==> config.mk <==
export PLATFORM = sky130hd
export DESIGN_NAME = uart_tx_buffered
export DESIGN_NICKNAME = d
export VERILOG_FILES = /design/src/rtl/uart_pkg.sv /design/src/rtl/uart_sync_fifo.sv /design/src/rtl/uart_tx_buffered.sv
export SDC_FILE = /design/constraint.sdc
export NUM_CORES = 1
export LEC_CHECK = 0
export ABC_AREA = 1
export CAP_MARGIN = 40
export CORE_UTILIZATION = 54
export DETAILED_ROUTE_END_ITERATION = 10
export PLACE_DENSITY = 0.71
export SETUP_SLACK_MARGIN = 0.5
export SLEW_MARGIN = 20
export SYNTH_ARGS = -nofsm -noshare
export SYNTH_HDL_FRONTEND = slang
export SYNTH_SLANG_ARGS = --single-unit
==> constraint.sdc <==
create_clock -name clk -period 3.04 [get_ports clk]
set_input_delay 0.456 -clock clk [delete_from_list [all_inputs] [get_ports clk]]
set_output_delay 0.456 -clock clk [all_outputs]
set_load 0.02 [all_outputs]
==> src/rtl/uart_pkg.sv <==
// Shared types and constants for the buffered UART transmitter.
package uart_pkg;

  typedef enum logic [2:0] {
    IDLE   = 3'd0,
    START  = 3'd1,
    DATA   = 3'd2,
    PARITY = 3'd3,
    STOP   = 3'd4
  } uart_tx_state_t;

  localparam int PARITY_NONE = 0;
  localparam int PARITY_EVEN = 1;
  localparam int PARITY_ODD  = 2;

  // Bits above DATA_BITS arrive zero-extended, so they never disturb the XOR.
  function automatic logic calc_parity(input logic [8:0] word, input int mode);
    case (mode)
      PARITY_EVEN: return ^word;
      PARITY_ODD:  return ~^word;
      default:     return 1'b0;
    endcase
  endfunction

endpackage

==> src/rtl/uart_sync_fifo.sv <==
// Single-clock FIFO with show-ahead read data; pushes while full are dropped.
module uart_sync_fifo #(
  parameter int WIDTH = 8,
  parameter int DEPTH = 16
) (
  input  logic                     clk,
  input  logic                     rst_n,
  input  logic                     push_i,
  input  logic                     pop_i,
  input  logic [WIDTH-1:0]         din_i,
  output logic [WIDTH-1:0]         dout_o,
  output logic [$clog2(DEPTH):0]   count_o,
  output logic                     full_o,
  output logic                     empty_o
);
  localparam int AW = $clog2(DEPTH);

  logic [WIDTH-1:0] mem_q [DEPTH];
  logic [AW-1:0]    wr_ptr_q;
  logic [AW-1:0]    rd_ptr_q;
  logic [AW:0]      count_q;
  logic             do_push;
  logic             do_pop;

  assign full_o  = (count_q == (AW+1)'(DEPTH));
  assign empty_o = (count_q == '0);
  assign count_o = count_q;
  assign dout_o  = mem_q[rd_ptr_q];

  assign do_push = push_i && !full_o;
  assign do_pop  = pop_i && !empty_o;

  always_ff @(posedge clk or negedge rst_n) begin
    if (!rst_n) begin
      wr_ptr_q <= '0;
      rd_ptr_q <= '0;
      count_q  <= '0;
    end else begin
      if (do_push) wr_ptr_q <= wr_ptr_q + 1'b1;
      if (do_pop)  rd_ptr_q <= rd_ptr_q + 1'b1;
      case ({do_push, do_pop})
        2'b10:   count_q <= count_q + 1'b1;
        2'b01:   count_q <= count_q - 1'b1;
        default: count_q <= count_q;
      endcase
    end
  end

  always_ff @(posedge clk) begin
    if (do_push) mem_q[wr_ptr_q] <= din_i;
  end

endmodule

==> src/rtl/uart_tx_buffered.sv <==
// FIFO-buffered UART transmitter: start, DATA_BITS LSB first, optional parity, stop.
// Optional flow control: define UART_TX_CTS_EN to add the cts_n input.
module uart_tx_buffered
  import uart_pkg::*;
#(
  parameter int CLK_FREQ    = 50000000,
  parameter int BAUD_RATE   = 9600,
  parameter int DATA_BITS   = 8,
  parameter int STOP_BITS   = 1,
  parameter int PARITY_MODE = 0,
  parameter int FIFO_DEPTH  = 16
) (
  input  logic                          clk,
  input  logic                          reset,
`ifdef UART_TX_CTS_EN
  input  logic                          cts_n,
`endif
  input  logic [DATA_BITS-1:0]          in_data,
  input  logic                          in_valid,
  output logic                          in_ready,
  output logic                          tx,
  output logic                          busy,
  output logic [$clog2(FIFO_DEPTH):0]   fifo_count,
  output logic                          fifo_empty,
  output logic                          fifo_full,
  output uart_tx_state_t                dbg_state_o
);
  localparam int DIV = CLK_FREQ / BAUD_RATE;
  localparam int TW  = (DIV > 1) ? $clog2(DIV) : 1;
  localparam logic [TW-1:0] DIV_LAST  = TW'(DIV - 1);
  localparam logic [3:0]    DATA_LAST = 4'(DATA_BITS - 1);
  localparam logic [3:0]    STOP_LAST = 4'(STOP_BITS - 1);
  localparam bit            HAS_PAR   = (PARITY_MODE != PARITY_NONE);

  uart_tx_state_t       state_q, state_d;
  logic [TW-1:0]        timer_q, timer_d;
  logic [3:0]           bit_cnt_q, bit_cnt_d;
  logic [DATA_BITS-1:0] shift_q, shift_d;
  logic                 par_q, par_d;
  logic                 tx_q, tx_d;
  logic                 pop;
  logic                 cts_ok;
  logic                 start_ok;
  logic                 bit_end;
  logic [DATA_BITS-1:0] fifo_dout;

`ifdef UART_TX_CTS_EN
  logic [1:0] cts_sync_q;
  // Resets to "not clear" so nothing starts before the line is sampled.
  always_ff @(posedge clk or negedge reset) begin
    if (!reset) cts_sync_q <= 2'b11;
    else        cts_sync_q <= {cts_sync_q[0], cts_n};
  end
  assign cts_ok = !cts_sync_q[1];
`else
  assign cts_ok = 1'b1;
`endif

  uart_sync_fifo #(
    .WIDTH (DATA_BITS),
    .DEPTH (FIFO_DEPTH)
  ) u_fifo (
    .clk     (clk),
    .rst_n   (reset),
    .push_i  (in_valid),
    .pop_i   (pop),
    .din_i   (in_data),
    .dout_o  (fifo_dout),
    .count_o (fifo_count),
    .full_o  (fifo_full),
    .empty_o (fifo_empty)
  );

  assign in_ready    = !fifo_full;
  assign tx          = tx_q;
  assign busy        = (state_q != IDLE);
  assign dbg_state_o = state_q;
  assign start_ok    = !fifo_empty && cts_ok;
  assign bit_end     = (timer_q == DIV_LAST);

  always_comb begin
    state_d   = state_q;
    timer_d   = bit_end ? '0 : timer_q + 1'b1;
    bit_cnt_d = bit_cnt_q;
    shift_d   = shift_q;
    par_d     = par_q;
    tx_d      = tx_q;
    pop       = 1'b0;
    case (state_q)
      IDLE: begin
        timer_d = '0;
        tx_d    = 1'b1;
        if (start_ok) begin
          state_d = START;
          pop     = 1'b1;
          shift_d = fifo_dout;
          par_d   = calc_parity(9'(fifo_dout), PARITY_MODE);
          tx_d    = 1'b0;
        end
      end
      START: begin
        if (bit_end) begin
          state_d   = DATA;
          bit_cnt_d = '0;
          tx_d      = shift_q[0];
        end
      end
      DATA: begin
        if (bit_end) begin
          if (bit_cnt_q == DATA_LAST) begin
            bit_cnt_d = '0;
            if (HAS_PAR) begin
              state_d = PARITY;
              tx_d    = par_q;
            end else begin
              state_d = STOP;
              tx_d    = 1'b1;
            end
          end else begin
            bit_cnt_d = bit_cnt_q + 4'd1;
            shift_d   = {1'b0, shift_q[DATA_BITS-1:1]};
            tx_d      = shift_d[0];
          end
        end
      end
      PARITY: begin
        if (bit_end) begin
          state_d   = STOP;
          bit_cnt_d = '0;
          tx_d      = 1'b1;
        end
      end
      STOP: begin
        if (bit_end) begin
          if (bit_cnt_q == STOP_LAST) begin
            bit_cnt_d = '0;
            // Chaining straight into START keeps consecutive frames gap-free.
            if (start_ok) begin
              state_d = START;
              pop     = 1'b1;
              shift_d = fifo_dout;
              par_d   = calc_parity(9'(fifo_dout), PARITY_MODE);
              tx_d    = 1'b0;
            end else begin
              state_d = IDLE;
              tx_d    = 1'b1;
            end
          end else begin
            bit_cnt_d = bit_cnt_q + 4'd1;
          end
        end
      end
      default: begin
        state_d = IDLE;
        tx_d    = 1'b1;
      end
    endcase
  end

  always_ff @(posedge clk or negedge reset) begin
    if (!reset) begin
      state_q   <= IDLE;
      timer_q   <= '0;
      bit_cnt_q <= '0;
      shift_q   <= '0;
      par_q     <= 1'b0;
      tx_q      <= 1'b1;
    end else begin
      state_q   <= state_d;
      timer_q   <= timer_d;
      bit_cnt_q <= bit_cnt_d;
      shift_q   <= shift_d;
      par_q     <= par_d;
      tx_q      <= tx_d;
    end
  end

endmodule

* Word-level counts from Yosys, hierarchy flattened
Memory sizes are Yosys's and may differ from the RTL's. Cells that the tools add are included.
Word-level totals: bits in writable memories 128, bits in registers 42, input port bits 11, memories 1
Memory list:
- u_fifo.mem_q | depth 16, width 8, rd ports 1, clocked after Yosys merged registers in 0, write ports 1, RTL line uart_sync_fifo.sv:18 | logic [WIDTH-1:0] mem_q [DEPTH];
Cells by class: eq/ne operators 18, add/sub/neg operators 6, mux-type cells 38, reductions and logical operators 16
Operators by type and width (count):
- 8-bit two-way mux | 5
- 13-bit two-way mux | 2
- 8-bit one-hot mux with 3 select lines | 1
- 3-bit two-way mux | 7
- 4-bit two-way mux | 5
- 2-bit inequality test (second input constant) | 8
- 3-bit one-hot mux with 5 select lines | 1
- 13-bit by 1-bit adder with 13-bit output (second input constant) | 1
- 13-bit equality test (second input constant) | 1
- 1-bit two-way mux | 13
- 4-bit by 1-bit adder with 4-bit output (second input constant) | 3
- 4-bit one-hot mux with 3 select lines | 1
- 5-bit one-hot mux with 2 select lines | 1
- 5-bit AND reduction | 2
- 3-bit nonzero test | 3
- 7-bit AND reduction | 1
- 3-bit by 2-bit equality test with 1-bit output (second input constant) | 2
- 5-bit by 1-bit adder with 5-bit output (second input constant) | 1
- 5-bit equality test (second input constant) | 1
- 5-bit logical NOT | 1
- 1-bit one-hot mux with 5 select lines | 1
- 5-bit by 1-bit subtractor with 5-bit output (second input constant) | 1
- 4-bit by 3-bit equality test with 1-bit output (second input constant) | 1
- 4-bit logical NOT | 1
- 12 further kinds | 14

* Longest topological paths before layout
Gate-level depths: netlist (run 1).
word-level depth 8, mapped depth 18

* Hierarchy
A second synthesis (run 1) with hierarchy kept.
Second synthesis, totals: cell total of the unflattened synthesis 864, area total of the unflattened synthesis 7958.9 um^2
By module, submodules not included:
- uart_sync_fifo | times used 1, area each 6231.0 um^2, cells an instance 621
- uart_tx_buffered | times used 1, area each 1727.9 um^2, cells an instance 243

* Least setup slack after synthesis (run 1)
Ideal clock, no wire load.
path type reg2reg, start point register state_q[0], in the netlist dbg_state_o[0], end point register u_fifo.count_q[4], in the netlist u_fifo.count_o[4], clock period less this slack 2.565 ns, data arrival time 2.448 ns, setup slack 0.475 ns, setup time 0.117 ns, path buffers 0, required time 2.923 ns, stages on the path, launching flop included 16, cells stage by stage dfrtp_1 nor2_2 nand2_1 nand2_4 nand2_4 inv_2 ha_1 inv_1 fa_1 inv_1 a21oi_1 nor2_1 nor2_1 xor2_1 nand2_1 nand2_1
Between the ends: word-level cells in the longest chain between the ends 5, elaborated cells on any way between the ends 8, classes of those cells 3 x eq/ne; 2 x mux; 3 x reduce/logical
Ends and longest elaborated chain:
- start, declared | RTL line uart_tx_buffered.sv:35 | uart_tx_state_t state_q, state_d;
- start signal, assigned | RTL line uart_tx_buffered.sv:169 | state_q <= state_d;
- 3-bit equality test / 3-bit logical NOT (equally long branches) | RTL line uart_tx_buffered.sv:89 | case (state_q)
- 1-bit one-hot mux with 2 select lines * | RTL line uart_tx_buffered.sv:89
- 1-bit logical AND * | RTL line uart_sync_fifo.sv:31 | assign do_pop = pop_i && !empty_o;
- via u_fifo.do_pop | RTL line uart_sync_fifo.sv:23 | logic do_pop;
- 2-bit by 1-bit equality test with 1-bit output / 2-bit equality test (equally long branches) | RTL line uart_sync_fifo.sv:41 | case ({do_push, do_pop})
- 5-bit one-hot mux with 2 select lines / 2-bit nonzero test (equally long branches)
- end signal, assigned | RTL line uart_sync_fifo.sv:42 | 2'b10: count_q <= count_q + 1'b1;
- end signal, assigned | RTL line uart_sync_fifo.sv:43 | 2'b01: count_q <= count_q - 1'b1;
- end signal, assigned | RTL line uart_sync_fifo.sv:44 | default: count_q <= count_q;
- end, declared | RTL line uart_sync_fifo.sv:21 | logic [AW:0] count_q;
Mark *: on every way through the listed nets, which the timed path passes. The rest lies on a longest branch. A chain may end at the register's enable or synchronous reset.

* Worst setup path in the final report (run 1)
start point register timer_q[5], end point register u_fifo.count_q[4], in the netlist u_fifo.count_o[4]
Between the ends: word-level cells in the longest chain between the ends 6, elaborated cells on any way between the ends 8, classes of those cells 3 x eq/ne; 3 x mux; 2 x reduce/logical
Ends and longest elaborated chain:
- start, declared | RTL line uart_tx_buffered.sv:36 | logic [TW-1:0] timer_q, timer_d;
- start signal, assigned | RTL line uart_tx_buffered.sv:170 | timer_q <= timer_d;
- 13-bit equality test * | RTL line uart_tx_buffered.sv:79 | assign bit_end = (timer_q == DIV_LAST);
- 1-bit two-way mux * | RTL line uart_tx_buffered.sv:134 | if (bit_end) begin
- 1-bit one-hot mux with 2 select lines * | RTL line uart_tx_buffered.sv:89
- 1-bit logical AND * | RTL line uart_sync_fifo.sv:31
- via u_fifo.do_pop | RTL line uart_sync_fifo.sv:23
- 2-bit by 1-bit equality test with 1-bit output / 2-bit equality test (equally long branches) | RTL line uart_sync_fifo.sv:41
- 5-bit one-hot mux with 2 select lines / 2-bit nonzero test (equally long branches)
Marks and branches as above.

==> results of run 1 <==
[layer usage]
metal / wire length (um) / vias to the layer above / GRT usage
met1: 7145 / 2621 / 0.3263
met2: 8112 / 136 / 0.3835
met4: 281 / 0 / 0.08003
met5: 0 / - / 0
li1: - / 2702 / -
met3: 748 / 20 / 0.04869
[synthesized netlist by cell type (all sizes together) (4+ instances only)]
master	instances
buf	22
nor3	8
o21ai	21
nand2	291
nand3	65
edfxtp	128
ha	12
nor2	117
inv	74
dfrtp	41
xor2	10
a21oi	4
[sequential cells by signal, summed over array words and instances, names as in the netlist]
name,cells
bit_cnt_q,4
dbg_state_o,3
shift_q,8
timer_q,13
tx,1
u_fifo.count_o,5
u_fifo.mem_q,128
u_fifo.rd_ptr_q,4
u_fifo.wr_ptr_q,4
[power groups by stage]
stage | logic, uW | clock network (uW) | registers (uW)
4_1_cts | 2980 | 2180 | 3120
2_1_floorplan | 2130 | 0 | 3130
3_3_place_gp | 2820 | 0 | 3150
3_5_place_dp | 2930 | 0 | 3160
5_1_grt | 3410 | 2280 | 3160
6_report | 3030 | 2150 | 3120
[final cells by class]
type	count	area share
inverters	75	0.03207
clock inverters	14	0.01751
multi-input cells	542	0.2808
flip-flops and latches	170	0.5482
clock buffers	18	0.04804
repair buffers	43	0.04818
well taps	180	0.02521
[how the worst max path moves through the flow]
stage | endpoint | cells past startpoint | from | slack [ns]
4_1_cts | u_fifo.count_o[4] | 17 | timer_q[0] | 0.54
6_report | u_fifo.count_o[4] | 17 | timer_q[5] | 0.68
5_1_grt | u_fifo.count_o[4] | 17 | timer_q[5] | 0.50
3_5_place_dp | u_fifo.count_o[4] | 17 | timer_q[0] | 0.33
3_3_place_gp | u_fifo.count_o[4] | 17 | timer_q[0] | 0.44
2_1_floorplan | u_fifo.count_o[4] | 15 | dbg_state_o[0] | 0.57
[timing repair]
action | in CTS | in global routing
buffers inserted | 2 | 2
hold buffers | 1 | 0
resized for setup | 2 | 10
hold endpoints to repair | 11 | 0
pin swaps | 3 | 0
setup endpoints to repair | 1 | 1
[cells by family (layout without fill, tap and decap cells)]
family                     after synthesis  count (layout)  share of synthesized area
AOI/OAI and AO/OA                       29              29                    0.01957
xor gates and xnor gates                12              12                    0.01347
adders and majority gates               13              13                    0.02182
buffers and inverters                   99             150                    0.05486
DFF                                    170             170                     0.6277
and+or+nand+nor                        488             488                     0.2626
[through the flow]
step                      cell area (um2)  hold slack, ns  power (uW)  setup WS [ns]  std cells
after global routing                 8934          0.5015        8847         0.5008       1042
after floorplan                      7802          0.1604        5267         0.5717        811
after detailed placement             8245          0.3726        6090         0.3304       1004
after global placement               8198          0.4452        5971         0.4369       1002
after CTS                            8869          0.4591        8274         0.5401       1039
final                                8934          0.4618        8305         0.6771       1042
[worst reg2reg max path: stages (launching register included)]
cell and delay [ns]:
dfrtp_1 0.42, inv_1 0.11, nand2_1 0.09, nor2_4 0.14
nand3_2 0.12, nand2_4 0.10, nand2_4 0.08, inv_6 0.09
ha_4 0.17, inv_1 0.06, fa_1 0.37, inv_2 0.08
a21oi_1 0.06, nor2_1 0.09, nor2_1 0.05, xor2_1 0.13
nand2_1 0.06, nand2_1 0.04
==> summary.txt, run 1 <==
Status
  – Outcome: complete, no violations

Timing
  – Highest clock rate: roughly 420 MHz
  – Final hold violations: 0
  – Slew headroom: 0.4825
  – Max Clock Skew: approximately 0.0094 ns
  – RSZ-0062 raised after global routing: no
  – Setup violators final: 0
  – Min Clock Period, post-route: roughly 2.4 ns
  – Final max-slew violation count: 0
  – Setup_tns: 0 ns
  – Tightest Pin Transition: a little under 0.8 ns
  – Final Cycle Share: 0.7773

Drt
  – DRC violations left: 0
  – 1st-iter DRT viols: roughly 430
  – Via density: approximately 5.3
  – Routed wire per std cell: 15.63 um
  – Routed wire length: around 16000 um
  – Final ANT Viol Nets: 0
  – Vias: about 5500
  – Drt first pass iters: 5

GRT
  – Gr usage total: 0.2391
  – Grt ovf: 0
  – Antenna violations before repair: 0
  – Largest net degree at the start of global routing: 80
  – First-pass GRT wire length: 26470 um
  – Vias in the first global route: ~5200

Setup path
  – WS Path Type: reg2reg
  – FF-to-FF path depth: 17
  – Most used cell, CP: nand2_1
  – CP max-delay cell: dfrtp_1
  – Top delay family on crit path: simple AND/OR/NAND/NOR gates
  – Reg-to-Reg End: u_fifo.count_o[4]
  – CP required: around 3.4 ns
  – Crit-path cells: inv_1 > nand2_1 > nor2_4 > nand3_2 > nand2_4 > nand2_4 > inv_6 > ha_4 > inv_1 > fa_1 > inv_2 > a21oi_1 > nor2_1 > nor2_1 > xor2_1 > nand2_1 > nand2_1
  – Max incr delay on CP: roughly 0.42 ns
  – Crit end category: register
  – CP startpoint kind: register
  – Crit Path Max Fanout: 8
  – Worst Path Arrival: 2.68 ns
  – R2r setup slk: between 0.6 and 0.7 ns
  – FF-to-FF Start: timer_q[5]
  – Buffer and inverter count on the worst path: 4

Yosys
  – Syn nets: around 840
  – Ys flop type: edfxtp_1
  – Post-synth EDFFs: 128
  – Cell taking the most area after synthesis: edfxtp_1
  – Top cell type's share of synthesized area: 0.4928
  – Post-synthesis area per instance: slightly below 10 um2
  – Yosys synthesis warning count: 0
  – Sequential-to-total area share from yosys stat: 0.6277
  – Syn Inst Count: between 800 and 900
  – Synthesized area: 7800 um2
  – Netlist cell types: 36
  – Synth area leaders: edfxtp_1 49%, nand2_1 14%, dfrtp_1 13%
  – Yosys reg bits: 170
  – Async SR Flop Fraction: 0.2471

Cells and area
  – Fill count: between 1000 and 1500
  – Layout Utilization: 0.6386
  – Register area: between 4000 and 5000 um2
  – Multi-input logic area: around 2500 um2
  – Layout cells sized above 1: 0.1090
  – Area Overhead vs Synth: 14.53%
  – Nets@finish: 873
  – Ant diodes: 0
  – Commonest non-fill, non-tap cells in the layout: 279 x nand2_1, 128 x edfxtp_1, 105 x nor2_1, 62 x nand3_1, 61 x inv_1
  – Most common cell after layout, fill and taps aside: nand2_1

Run
  – MaxCap Viol Count: 0

Power
  – Net Sw Power: about 3200 uW
  – Power share of the clock group: 0.259
  – Sw Share: 0.3829
  – Worst vdd ir: slightly above 0.0005 V
  – P per Cell Area: between 900 and 1000 nW/um2
  – Combinational Power Share: 0.365
  – Leak Pwr: between 0.003 and 0.004 uW
  – Flop pwr share: 0.376
  – Pint: between 5000 and 6000 uW

Hold path
  – Min-delay worst type: in2async

Clock tree
  – Clock-pin slew on the worst setup and hold paths: approximately 0.060 ns
  – Clock latency on the worst-skew pair: about 0.43 ns
  – H-tree levels: 4
  – Clk buf depth: 2
  – TritonCTS clock tree: yes
  – Num CTS Buffers: 17
  – TritonCTS Sinks: 170
  – Clock root cell: clkbuf_16

Floorplan
  – Cell Rows: between 40 and 50
  – Initial Utilization: 0.5576
  – Top-level I/O count: 24
  – Core area: between 10000 and 15000 um2
  – Height of the die: about 120 um
  – Die width: between 100 and 150 um
  – Die Area: roughly 15000 um2

Placement
  – Port Buf Inserts: 23
  – RePlAce Congestion: about 0.86
  – Hpwl dp: between 10000 and 15000 um
No activity file was read; power rests on OpenSTA's default activity.
==> inputs of run 2 (changes only) <==
clock period = 2.4 ns   (was 3.04 ns; I/O delays follow)
==> run 2 against run 1 <==
Net effect:
- highest routed layer unchanged
- register-to-register slack got worse by 0.58 ns
- critical path type unchanged
- largest cell class unchanged
- final area up 3.8%
- clock power rose by 20%
- final cell count grew 2.9%
==> summary.txt, run 2 (synthesis results as in run 1) <==
Status
  – Outcome: complete, no violations

Drt
  – Met2 WL: 8746 um
  – Final ANT Viol Nets: 0
  – Routed wire per std cell: around 17 um
  – DRC violations left: 0
  – Via density: 5.338
  – Met3 WL: between 900 and 1000 um
  – Vias: about 5700
  – Met1 wire length: between 7000 and 8000 um
  – Top Metal Used: met4
  – Drt first pass iters: 5
  – 1st-iter DRT viols: 391
  – Routed wire length: between 15000 and 20000 um

Clock tree
  – Clock-pin slew on the worst setup and hold paths: approximately 0.060 ns
  – Clock latency on the worst-skew pair: 0.43 ns
  – TritonCTS Sinks: 170
  – H-tree levels: 4
  – TritonCTS clock tree: yes
  – Hold_buf cts: 0
  – Num CTS Buffers: 17
  – Clk buf depth: 2
  – Clock root cell: clkbuf_16

Cells and area
  – Register bank with the most flops: u_fifo.mem_q
  – Area Overhead vs Synth: 18.86%
  – Nets@finish: 903
  – Most common cell after layout, fill and taps aside: nand2_1
  – Layout Utilization: 0.6628
  – Top flop regs: u_fifo.mem_q x128, timer_q x13, shift_q x8
  – Ant diodes: 0
  – Largest register FFs: about 130
  – Commonest non-fill, non-tap cells in the layout: 274 x nand2_1, 128 x edfxtp_1, 87 x nor2_1, 58 x inv_1, 58 x nand3_1
  – Layout cells sized above 1: 0.1850

Floorplan
  – Die Area: 14930 um2
  – Core area: ~14000 um2
  – Initial Utilization: 0.5576
  – Top-level I/O count: 24
  – Height of the die: around 120 um
  – Cell Rows: 43
  – Die width: ~120 um

Timing
  – Min Clock Period, post-route: 2.300 ns
  – Tightest Pin Transition: roughly 0.76 ns
  – Final setup margin: around 0.10 ns
  – Final Cycle Share: 0.9585
  – Slew headroom: 0.4950
  – Final hold violations: 0
  – Max Clock Skew: 0.004753 ns
  – Highest clock rate: 434.7 MHz
  – Final max-slew violation count: 0
  – Setup_tns: 0 ns
  – RSZ-0062 raised after global routing: yes
  – Setup violators final: 0

Setup path
  – R2r setup slk: about 0.1 ns
  – WS Path Type: reg2reg
  – Crit Path Max Fanout: 3
  – Worst Path Arrival: 2.67 ns
  – CP Launch Point: timer_q[0]
  – CP required: ~2.8 ns
  – Crit end category: register
  – FF-to-FF Start: timer_q[0]
  – CP startpoint kind: register

Power
  – Final Power: roughly 11000 uW
  – Leak Pwr: 0.004045 uW
  – P per Cell Area: about 1200 nW/um2
  – Worst vdd ir: 0.0006810 V

Placement
  – RePlAce Congestion: slightly above 0.8
  – Setup Slack @ Placement: 0.003970 ns
  – Hpwl dp: 11080 um
  – Port Buf Inserts: 23

GRT
  – Vias in the first global route: about 5300
  – First-pass GRT wire length: approximately 27000 um
  – Largest net degree at the start of global routing: 53
  – Antenna violations before repair: 0
  – Gr usage total: 0.2466
  – Grt ovf: 0

Hold path
  – Min-delay worst type: in2async

Run
  – MaxCap Viol Count: 0
[run 2: per-layer routing]
| metal | global-route usage | up-vias |
|---|---|---|
| met5 | 0 | - |
| met4 | 0.1052 | 0 |
| met3 | 0.04401 | 32 |
| met2 | 0.3937 | 167 |
| met1 | 0.3331 | 2770 |
| li1 | - | 2753 |
[run 2: final cells by class]
cell class / instances / area, um2
sequential: 170 / 4902
fill: 1072 / 4717
multi-input combinational: 542 / 2678
timing repair buffer: 73 / 628.1
clock buffer: 18 / 429.2
inverter: 75 / 286.5
tap: 180 / 225.2
clock inverter: 14 / 122.6
[run 2: per-stage QoR]
| stage | hold WS [ns] | std cells | cell area (um2) |
|---|---|---|---|
| after floorplan | 0.06441 | 811 | 7893 |
| after global placement | 0.4424 | 1013 | 8383 |
| after detailed placement | 0.4558 | 1013 | 8383 |
| after CTS | 0.02325 | 1060 | 9106 |
| after global routing | 0.05320 | 1072 | 9271 |
| final | 0.003776 | 1072 | 9271 |
[run 2: path summary, 6_finish.rpt]
| check | to | depth (start not counted) |
|---|---|---|
| min | timer_q[7] | 2 |
| max reg2reg | u_fifo.count_o[4] | 16 |
| min in group clk | shift_q[2] | 2 |
| max | u_fifo.count_o[4] | 16 |
| max in group asynchronous | dbg_state_o[2] | 2 |
| min reg2reg | shift_q[2] | 2 |
[run 2: what timing repair did]
item	in CTS	in global routing
setup buffers	15	12
pin swaps	12	11
setup endpoints to repair	50	44
resized for setup	30	22
[run 2: where the power goes]
group	total [uW]	switching (uW)	internal, uW
combinational	4370	2860	1510
clock	2570	1140	1430
sequential	3940	298	3640
total	10900	4300	6580
[run 2: critical path, cell delays in order, from the launching register on]
cell and delay [ns]:
dfrtp_1 0.39, ha_2 0.19, nand2_2 0.08, nor2_4 0.05, nand3_4 0.07, nand2_4 0.06, nand2_4 0.08, clkinv_4 0.06
ha_4 0.17, buf_6 0.12, ha_1 0.29, inv_1 0.09, nor2_1 0.05, nor2_1 0.14, xor2_1 0.21, nand2_1 0.10
nand2_1 0.07
==> inputs of run 3 (changes only) <==
CTS_CLUSTER_SIZE = 8   (was unset)
==> results of run 3 <==
Same layout as run 2: the final DEF is identical, and so are final timing and power.
